[src/rtl/morph_program_sequencer_if.sv]
// Bundle between the genetic engine, the program sequencer and the morphologic processor.
// The master modport is the sequencer; the slave modport is its environment.
interface morph_program_sequencer_if #(
    parameter int ImageWidth   = 8,
    parameter int ImageHeight  = 4,
    parameter int InstrCount   = 4,
    parameter int CounterWidth = 3
);
    logic                               start;
    logic [16*InstrCount-1:0]           prog;
    logic [CounterWidth-1:0]            progLen;
    logic [ImageWidth*ImageHeight-1:0]  imageAcc;
    logic                               procRst;
    logic                               procCe;
    logic [8:0]                         el;
    logic [2:0]                         morphOp;
    logic                               morphInSelect;
    logic [2:0]                         logicOp;
    logic [CounterWidth-1:0]            instrIndex;
    logic                               busy;
    logic                               done;
    logic [ImageWidth*ImageHeight-1:0]  result;

    modport master (
        input  start, prog, progLen, imageAcc,
        output procRst, procCe, el, morphOp, morphInSelect, logicOp,
               instrIndex, busy, done, result
    );

    modport slave (
        output start, prog, progLen, imageAcc,
        input  procRst, procCe, el, morphOp, morphInSelect, logicOp,
               instrIndex, busy, done, result
    );
endinterface

[src/rtl/morph_program_sequencer.sv]
// Plays a latched chromosome into the morphologic processor one instruction per clock,
// then captures the processor's accumulator image as the result.
module morph_program_sequencer #(
    parameter int ImageWidth   = 8,
    parameter int ImageHeight  = 4,
    parameter int InstrCount   = 4,
    parameter int CounterWidth = 3
) (
    input  logic                       clk,
    input  logic                       rst,
    morph_program_sequencer_if.master  bus
);
    localparam int ResultW = ImageWidth * ImageHeight;
    localparam int IdxW    = (InstrCount > 1) ? $clog2(InstrCount) : 1;

    typedef enum logic [2:0] {
        IDLE,
        CLEAR,
        RUN,
        CAPTURE,
        DONE
    } state_t;

    state_t                  state;
    state_t                  state_next;
    logic [CounterWidth-1:0] index;
    logic [CounterWidth-1:0] index_next;
    logic [CounterWidth-1:0] len;
    logic [15:0]             instr_mem [InstrCount];
    logic [15:0]             instr;
    logic [ResultW-1:0]      result_q;
    logic                    last_instr;

    function automatic logic [CounterWidth-1:0] clamp_len(input logic [CounterWidth-1:0] l);
        if (int'(l) > InstrCount) begin
            return CounterWidth'(InstrCount);
        end
        return l;
    endfunction

    // Program and length are data: captured on the accepting edge, no reset needed.
    always_ff @(posedge clk) begin
        if (state == IDLE && bus.start) begin
            len <= clamp_len(bus.progLen);
            for (int i = 0; i < InstrCount; i++) begin
                instr_mem[i] <= bus.prog[16*i +: 16];
            end
        end
    end

    always_ff @(posedge clk or negedge rst) begin
        if (!rst) begin
            state <= IDLE;
            index <= '0;
        end else begin
            state <= state_next;
            index <= index_next;
        end
    end

    always_ff @(posedge clk or negedge rst) begin
        if (!rst) begin
            result_q <= '0;
        end else if (state == CAPTURE) begin
            result_q <= bus.imageAcc;
        end
    end

    assign last_instr = (index == len - CounterWidth'(1));
    assign instr      = instr_mem[index[IdxW-1:0]];

    // Index only advances inside RUN; every other state parks it at zero.
    always_comb begin
        state_next = state;
        index_next = '0;
        case (state)
            IDLE: begin
                if (bus.start) begin
                    state_next = CLEAR;
                end
            end
            CLEAR: begin
                state_next = (len != '0) ? RUN : CAPTURE;
            end
            RUN: begin
                if (last_instr) begin
                    state_next = CAPTURE;
                end else begin
                    index_next = index + CounterWidth'(1);
                end
            end
            CAPTURE: begin
                state_next = DONE;
            end
            DONE: begin
                state_next = IDLE;
            end
            default: begin
                state_next = IDLE;
            end
        endcase
    end

    // Processor reset follows the block reset directly so it holds while rst is low.
    always_comb begin
        bus.procRst       = ~rst | (state == CLEAR);
        bus.procCe        = 1'b0;
        bus.el            = '0;
        bus.morphOp       = '0;
        bus.morphInSelect = 1'b0;
        bus.logicOp       = '0;
        if (state == RUN) begin
            bus.procCe        = 1'b1;
            bus.el            = instr[15:7];
            bus.morphOp       = instr[6:4];
            bus.morphInSelect = instr[3];
            bus.logicOp       = instr[2:0];
        end
    end

    assign bus.instrIndex = index;
    assign bus.busy       = (state != IDLE);
    assign bus.done       = (state == DONE);
    assign bus.result     = result_q;

endmodule

[src/flat_wrapper.sv]
// flat-port wrapper written by rule: the top's interface ports become plain ports
module morph_program_sequencer_flat 
#(
    parameter int ImageWidth   = 8,
    parameter int ImageHeight  = 4,
    parameter int InstrCount   = 4,
    parameter int CounterWidth = 3
)
  (clk, rst, bus_start, bus_prog, bus_progLen, bus_imageAcc, bus_procRst, bus_procCe, bus_el, bus_morphOp, bus_morphInSelect, bus_logicOp, bus_instrIndex, bus_busy, bus_done, bus_result);
  morph_program_sequencer_if #(.ImageWidth(ImageWidth), .ImageHeight(ImageHeight), .InstrCount(InstrCount), .CounterWidth(CounterWidth)) bus_i ();
  input  logic clk;
  input  logic rst;
  input wire logic [$bits(bus_i.start)-1:0] bus_start;
  input wire logic [$bits(bus_i.prog)-1:0] bus_prog;
  input wire logic [$bits(bus_i.progLen)-1:0] bus_progLen;
  input wire logic [$bits(bus_i.imageAcc)-1:0] bus_imageAcc;
  output wire logic [$bits(bus_i.procRst)-1:0] bus_procRst;
  output wire logic [$bits(bus_i.procCe)-1:0] bus_procCe;
  output wire logic [$bits(bus_i.el)-1:0] bus_el;
  output wire logic [$bits(bus_i.morphOp)-1:0] bus_morphOp;
  output wire logic [$bits(bus_i.morphInSelect)-1:0] bus_morphInSelect;
  output wire logic [$bits(bus_i.logicOp)-1:0] bus_logicOp;
  output wire logic [$bits(bus_i.instrIndex)-1:0] bus_instrIndex;
  output wire logic [$bits(bus_i.busy)-1:0] bus_busy;
  output wire logic [$bits(bus_i.done)-1:0] bus_done;
  output wire logic [$bits(bus_i.result)-1:0] bus_result;
  assign bus_i.start = bus_start;
  assign bus_i.prog = bus_prog;
  assign bus_i.progLen = bus_progLen;
  assign bus_i.imageAcc = bus_imageAcc;
  assign bus_procRst = bus_i.procRst;
  assign bus_procCe = bus_i.procCe;
  assign bus_el = bus_i.el;
  assign bus_morphOp = bus_i.morphOp;
  assign bus_morphInSelect = bus_i.morphInSelect;
  assign bus_logicOp = bus_i.logicOp;
  assign bus_instrIndex = bus_i.instrIndex;
  assign bus_busy = bus_i.busy;
  assign bus_done = bus_i.done;
  assign bus_result = bus_i.result;
  morph_program_sequencer #(.ImageWidth(ImageWidth), .ImageHeight(ImageHeight), .InstrCount(InstrCount), .CounterWidth(CounterWidth)) u_core (.clk(clk), .rst(rst), .bus(bus_i));
endmodule
[config.mk]
export PLATFORM = sky130hd
export DESIGN_NAME = morph_program_sequencer_flat
export DESIGN_NICKNAME = d
export VERILOG_FILES = /design/src/rtl/morph_program_sequencer_if.sv /design/src/rtl/morph_program_sequencer.sv /design/src/flat_wrapper.sv
export SDC_FILE = /design/constraint.sdc
export NUM_CORES = 1
export LEC_CHECK = 0
export CAP_MARGIN = 20
export CORE_AREA = 2 2 105 107
export CTS_CLUSTER_DIAMETER = 40
export DETAILED_ROUTE_END_ITERATION = 12
export DIE_AREA = 0 0 107 109
export PLACE_DENSITY = 0.72
export SLEW_MARGIN = 0
export SYNTH_ARGS = -nofsm -noshare
export SYNTH_HDL_FRONTEND = slang
export SYNTH_SLANG_ARGS = --single-unit
[constraint.sdc]
create_clock -name clk -period 4.8 [get_ports clk]
set_input_delay 0.48 -clock clk [delete_from_list [all_inputs] [get_ports clk]]
set_output_delay 0.48 -clock clk [all_outputs]
set_load 0.03 [all_outputs]
-- Yosys cells after proc, flatten, opt, wreduce, memory -nomap -nowiden
Memory sizes are Yosys's and may differ from the RTL's.
Index checks and enable logic that the tools add are counted.
Widths: inputs -> output; s select.
- input bits: 102
- output and inout port bits: 55
- register bits: 41
- word-level logic and storage cells: 39
- RAM bits: 64
- memories kept: 1
- memories (memory ; words ; width ; rd ports ; clocked after memory_dff ; write ports ; RTL line ; text):
    u_core.instr_mem ; 4 ; 16 ; 1 ; 0 ; 4 ; morph_program_sequencer.sv:29 ; logic [15:0] instr_mem [InstrCount];
- eq/ne operators: 7
- reduce and logical (&&, ||, !) cells: 5
- add/sub/neg operators: 2
- bitwise gates (word level): 2
- order comparisons: 1
- multiplexer cells: 17
- operator list (operator ; count):
    $mux 3 ; 8
    $pmux 3 s4 ; 1
    $mux 9 ; 1
    $mux 1 ; 7
    $eq 3x2->1 const B ; 2
    $reduce_bool 3->1 ; 2
    $add 3x1->3 const B ; 1
    $eq 3x1->1 const B ; 1
    $eq 3x3->1 ; 1
    $eq 3x3->1 const B ; 1
    $gt 3x3->1 const B ; 1
    $logic_not 3->1 ; 1
    $sub 3x1->3 const B ; 1
    $ne 2x1->1 const B ; 1
    $ne 2x2->1 const B ; 1
    $reduce_and 2->1 ; 1
    $logic_and 1x1->1 ; 1
    $not 1->1 ; 1
    $or 1x1->1 ; 1

-- Logic depth before layout (Yosys ltp)
Gate-level depths: netlist (run 1).
- word-level depth: 4
- depth in mapped cells: 6
- depth with buffers taken out: 6

-- Worst setup path after synthesis (run 1)
No wires, ideal clock.
- path type: register to register
- from: register u_core.state[1]
- to: memory u_core.instr_mem[0][0], enable pin
- cell stages (with the launch flop): 3
- required time: 4.307 ns
- path slack: 0.507 ns
- path buffers: 0
- clock period less this slack: 4.293 ns
- library setup time: 0.493 ns
- arrival time: 3.800 ns
- cell sequence: dfrtp_1 or3_1 nor2_1
- RTL lines (what ; RTL line ; text):
    start, declared ; morph_program_sequencer.sv:24 ; state_t state;
    start signal, assigned ; morph_program_sequencer.sv:56 ; state <= state_next;
    end, declared ; morph_program_sequencer.sv:29 ;

-- Worst setup path in the final report (run 1)
- from: register u_core.index[0] (netlist: u_core.bus.instrIndex[0])
- to: output port bus_el[3]
- longest elaborated chain between the ends: 2
- RTL lines (what ; RTL line ; text):
    start, declared ; morph_program_sequencer.sv:26 ; logic [CounterWidth-1:0] index;
    start signal, assigned ; morph_program_sequencer.sv:57 ; index <= index_next;
    $mem_v2 4x16 ; -- ;
    $mux 9 ; morph_program_sequencer.sv:112 ; if (state == RUN) begin
    end, declared ; flat_wrapper.sv:19 ; output wire logic [$bits(bus_i.el)-1:0] bus_el;
Every way passes these cells.

==> metrics, run 1 <==
Async SR Flop Fraction 36.19%; wire per inst 15.51 um; Leakage 2.201 nW; vias in the first global route 2,543; # Post-CTS Setup Buffers 0; worst-path cell chain buf_4 -> mux4_1 -> and2_1 -> clkdlybuf4s50_1; Clock transition at path regs 0.10 ns; RSZ-0062 raised after global routing no; CP peak stage delay 0.62 ns; core area 10,600 um2; Vias per Instance 4.620; Routed WL 8003 um; Cell variety after synth 30; CP delay by family, top buffers and inverters; GR Util All Layers 13.72%; largest net degree at the start of global routing 40; worst endpoint required time 4.32 ns; initial antenna violation count 0; Synth Register Bits 105; Peak VDD IR 266.5 uV; Die Wd 107 um; Worst-Skew Late Latency 0.36 ns; skew final 0.01312 ns; fmax 319.8 MHz; input/output buffers 156; startpoint types flop; mapped cell area 4094 um2; Synth Warn # 0; htree depth 3; Max-Cap Viols 0; number of synthesized flops with an enable pin 67; Seq/Total Area, Yosys 72.37%; Worst Max-Slew Pin Slew 0.8723 ns; Synthesized Nets 315; Area contributors post-synth edfxtp_1 (49%), dfrtp_1 (23%), mux2_2 (8.8%), mux4_1 (5.1%), mux4_2 (4.4%); fin crit share 65.15%; CP arrival 2.65 ns; Commonest cells post-synth edfxtp_1 (67), dfrtp_1 (38), mux2_2 (32), and2_1 (16); Max Slew Vio Count 0; Hold WS 0.2312 ns; CTS tree yes; setup_tns 0 ns; Power Density 571.3 nW/um2; ys flop type edfxtp_1; starting density of the core 38.61%; via count of the routed design 2,384; layout cells sized above 1 15.96%; status finished, final reports clean; top cell type by total area after synthesis edfxtp_1; hold crit path type input pin to async pin; final-report hold violation count 0; Slew HR 41.71%; Die Y 109 um; CTS root buf clkbuf_8; DIE AREA 11,660 um2; DRT iter0 DRCs 89; Fillers 838; Critical Path Sink Type output port; clock buffer depth 2; Final ANT Viol Nets 0; Ports 157; share of the synthesized area in the top cell type 49.14%; Hold Buf Count CTS 0; gr ovfl total 0; Avg Cell Area, Syn 19.49 um2; hpwl dp 5683 um; final setup violation count 0; count leader, synth edfxtp_1; Final #Nets 476; Resize count post-CTS 0; Routability Congestion 0.7275; CP Max Fanout 11; row cnt 38; clock buffer count from CTS 9; Area Growth Syn to Fin 45.87%; drt pass-1 iters 4; kind of critical path flop to output port; slowest CP cell dfrtp_1; WP buf/inv 2; DRC violations left 0; # diodes 0; instance count of the mapped netlist 210; fin crit period 3.127 ns; first-pass GRT wire length 12,050 um; clock sink count 105
placed cells by master, fill, tap and decap left out, types with 2 or more instances in the layout:
master	synthesis	routed
buf_4	0	3
mux4_1	8	8
clkbuf_8	0	9
inv_1	5	5
edfxtp_1	67	67
xor2_1	3	3
nor3_1	2	2
clkdlybuf4s50_1	0	155
nand2b_1	2	2
clkbuf_1	1	2
ha_1	3	3
mux4_2	8	8
mux2_2	32	32
nor2b_1	2	2
and2_1	16	16
dfrtp_1	38	38
cell families after synthesis:
| logic type | share of synthesized area, % |
|---|---|
| simple gates | 4.554 |
| buf+inv | 2.292 |
| mux | 18.58 |
| xor+xnor | 0.8559 |
| flops | 72.37 |
| fa+ha+maj | 0.9170 |
| compound gates | 0.4277 |
per-stage QoR:
step / setup WS (ns) / area (um2) / utilization (%) / power [mW] / instances
CTS: 1.623 / 5972 / 56.33 / 3.458 / 516
global placement: 2.045 / 5784 / 54.56 / 2.893 / 500
floorplan: 0.5070 / 4094 / - / 2.324 / 210
global route: 1.506 / 5972 / 56.33 / 3.581 / 516
detailed placement: 2.035 / 5784 / 54.56 / 2.924 / 500
finish: 1.673 / 5972 / 56.33 / 3.412 / 516
worst register-to-register path: stages (launching register included):
cell,delay (ns)
dfrtp_1,0.44
or3_1,0.45
nor2_4,0.68
buf_4,0.56
registers in the layout (all words and copies together), names as in the netlist:
name / count
u_core.state: 3
u_core.bus.instrIndex: 3
u_core.len: 3
u_core.bus.result: 32
u_core.instr_mem: 64
report_power, final:
part | switching, mW | internal [mW]
registers | 0.126 | 1.28
clock network | 0.287 | 0.242
logic | 0.772 | 0.703
total | 1.19 | 2.23
final cells by class:
cell class                 instances  area (um2)  area share (%)
sequential                       105        2963           49.61
tap                              140       175.2           2.933
inverter                           6       22.52          0.3771
multi-input combinational         90        1045           17.49
timing repair buffer             159        1579           26.44
clock inverter                     5       56.30          0.9428
clock buffer                      11       131.4           2.200
worst paths after layout:
| kind | from | to | slack (ns) | cells after the start |
|---|---|---|---|---|
| hold reg to reg | u_core.bus.result[2]$_DFFE_PN0N_ | u_core.bus.result[2]$_DFFE_PN0N_ | 0.51 | 1 |
| min in group clk | u_core.bus.result[2]$_DFFE_PN0N_ | u_core.bus.result[2]$_DFFE_PN0N_ | 0.51 | 1 |
| setup / recovery | u_core.bus.instrIndex[0]$_DFF_PN0_ | bus_el[3] | 1.67 | 4 |
| hold / removal | rst | u_core.bus.result[26]$_DFFE_PN0N_ | 0.23 | 1 |
| setup reg to reg | u_core.state[1]$_DFFE_PN0P_ | u_core.instr_mem[3][0]$_DFFE_PP_ | 2.32 | 3 |
| max in group asynchronous | rst | u_core.bus.result[27]$_DFFE_PN0N_ | 4.04 | 1 |
metal layers:
layer	share of wire (%)	GRT usage (%)	up-vias	wire length, um
li1	-	-	1115	-
met1	43	16.94	1167	3418
met2	49	22.98	93	3882
met3	7.4	4.543	9	594
met4	1.3	4.453	0	108
met5	0	0	-	0
Power figures use the tool's default switching activity.
==> run 2, diff against run 1 <==
==> constraint.sdc (replaced) <==
create_clock -name clk -period 3.1 [get_ports clk]
set_input_delay 0.31 -clock clk [delete_from_list [all_inputs] [get_ports clk]]
set_output_delay 0.31 -clock clk [all_outputs]
set_load 0.03 [all_outputs]
==> run 2 against run 1 <==
Net effect: first-iteration DRC count down 2.2%; cell count up 0.58%; non-clock buffer count up 3; combinational power is 59% higher; clock skew rose by 0.0029 ns; hold slack got worse by 0.21 ns; worst setup slack lost 1.3 ns; critical path depth increased by 1; core utilization is 0.26 points higher; sequential cell count unchanged.
==> metrics, run 2 (same netlist as run 1, synthesis figures left out) <==
slowest CP cell clkdlybuf4s50_1; worst-path cell chain nand2b_1 -> or2_2 -> inv_2 -> and2_1 -> clkdlybuf4s50_1; fin crit share 88.01%; clock buffer count from CTS 9; hpwl dp 5990 um; layout cells sized above 1 16.62%; Die Wd 107 um; RSZ-0062 raised after global routing no; Power Density 877.2 nW/um2; vias in the first global route 2,482; setup_tns 0 ns; fmax 366.5 MHz; DRC violations left 0; CTS root buf clkbuf_8; final-report hold violation count 0; Final WS setup 0.3718 ns; Critical Path Sink Type output port; via count of the routed design 2,398; startpoint types flop; Resize count post-CTS 0; initial antenna violation count 0; Die Y 109 um; Slew HR 67.30%; Final #Nets 479; Final ANT Viol Nets 0; Leakage 2.219 nW; status finished, final reports clean; Area Growth Syn to Fin 46.55%; total power 5.263 mW; Reg with most FFs u_core.instr_mem; DRT iter0 DRCs 87; htree depth 3; pre-CTS setup slack 0.7556 ns; CP peak stage delay 0.67 ns; row cnt 38; # diodes 0; CP arrival 2.42 ns; max FFs per register 64; Hold WS 0.02470 ns; CTS tree yes; skew final 0.01602 ns; CP Max Fanout 19; Vias per Instance 4.620; Clock transition at path regs 0.09 ns; Max Slew Vio Count 0; clock buffer depth 2; Ports 157; Hold Buf Count CTS 0; first-pass GRT wire length 12,400 um; final setup violation count 0; gr ovfl total 0; Worst Max-Slew Pin Slew 0.4905 ns; # Post-CTS Setup Buffers 0; input/output buffers 156; GR Util All Layers 14.31%; Peak VDD IR 487.7 uV; kind of critical path flop to output port; DIE AREA 11,660 um2; fin crit period 2.728 ns; Routability Congestion 0.6979; Worst-Skew Late Latency 0.36 ns; starting density of the core 38.61%; Max-Cap Viols 0; most frequent cells in the layout clkdlybuf4s50_1 (155), edfxtp_1 (67), dfrtp_1 (38), mux2_2 (32), and2_1 (16); largest net degree at the start of global routing 68; wire per inst 16.10 um; worst endpoint required time 2.79 ns; clock sink count 105; leading cell type in the layout, fill and taps excluded clkdlybuf4s50_1; core area 10,600 um2; hold crit path type input pin to async pin; drt pass-1 iters 4; Routed WL 8354 um
-- run 2: layout make-up --
| type | instances | area [um2] |
|---|---|---|
| fill | 825 | 4603 |
| clock buffer | 13 | 148.9 |
| inverter | 6 | 22.52 |
| multi-input combinational | 90 | 1045 |
| sequential | 105 | 2963 |
| tap | 140 | 175.2 |
| timing repair buffer | 162 | 1627 |
| clock inverter | 3 | 18.77 |
-- run 2: worst paths after layout --
kind	start	end	slack [ns]	cells past startpoint
setup / recovery	u_core.state[0]$_DFFE_PN0P_	bus_el[0]	0.37	5
hold / removal	rst	u_core.bus.result[17]$_DFFE_PN0N_	0.02	2
setup reg to reg	u_core.state[1]$_DFFE_PN0P_	u_core.instr_mem[3][12]$_DFFE_PP_	1.39	3
hold reg to reg	u_core.state[2]$_DFFE_PN0P_	u_core.state[1]$_DFFE_PN0P_	0.51	1
max in group asynchronous	rst	u_core.state[2]$_DFFE_PN0P_	2.73	2
min in group clk	bus_prog[38]	u_core.instr_mem[2][6]$_DFFE_PP_	0.50	1
-- run 2: routing by layer --
metal  global-route usage, %  wire length, um  vias to the layer above  part of all wire [%]
met5                       0                0                        -                     0
met4                   5.288               69                        0                  0.83
met3                   4.483              644                        9                   7.7
met2                   23.48             4085                       99                    49
met1                   17.97             3554                     1165                    43
li1                        -                -                     1125                     -
-- run 2: critical path: cells and delay by family, from the launching register on --
| kind | cells | cell delay [ns] |
|---|---|---|
| buf+inv | 2 | 0.94 |
| simple gates | 3 | 0.68 |
| flops | 1 | 0.45 |
-- run 2: where the power goes --
group	internal [mW]	switching [mW]
registers	1.98	0.179
clock network	0.316	0.431
logic	1.12	1.24
-- run 2: per-stage QoR --
step           area, um2  util (%)  std cells
2_1_floorplan       4101         -        210
3_3_place_gp        5832     55.00        503
3_5_place_dp        5832     55.00        503
4_1_cts             6000     56.58        519
5_1_grt             6000     56.58        519
6_report            6000     56.58        519
==> run 3, diff against run 2 <==
--- a/config.mk
+++ b/config.mk
@@ -11,6 +11,7 @@
 export DETAILED_ROUTE_END_ITERATION = 12
 export DIE_AREA = 0 0 107 109
 export PLACE_DENSITY = 0.72
+export SKIP_LAST_GASP = 1
 export SLEW_MARGIN = 0
 export SYNTH_ARGS = -nofsm -noshare
 export SYNTH_HDL_FRONTEND = slang
==> results of run 3 <==
Final layout, timing and power as in run 2 (identical DEF).
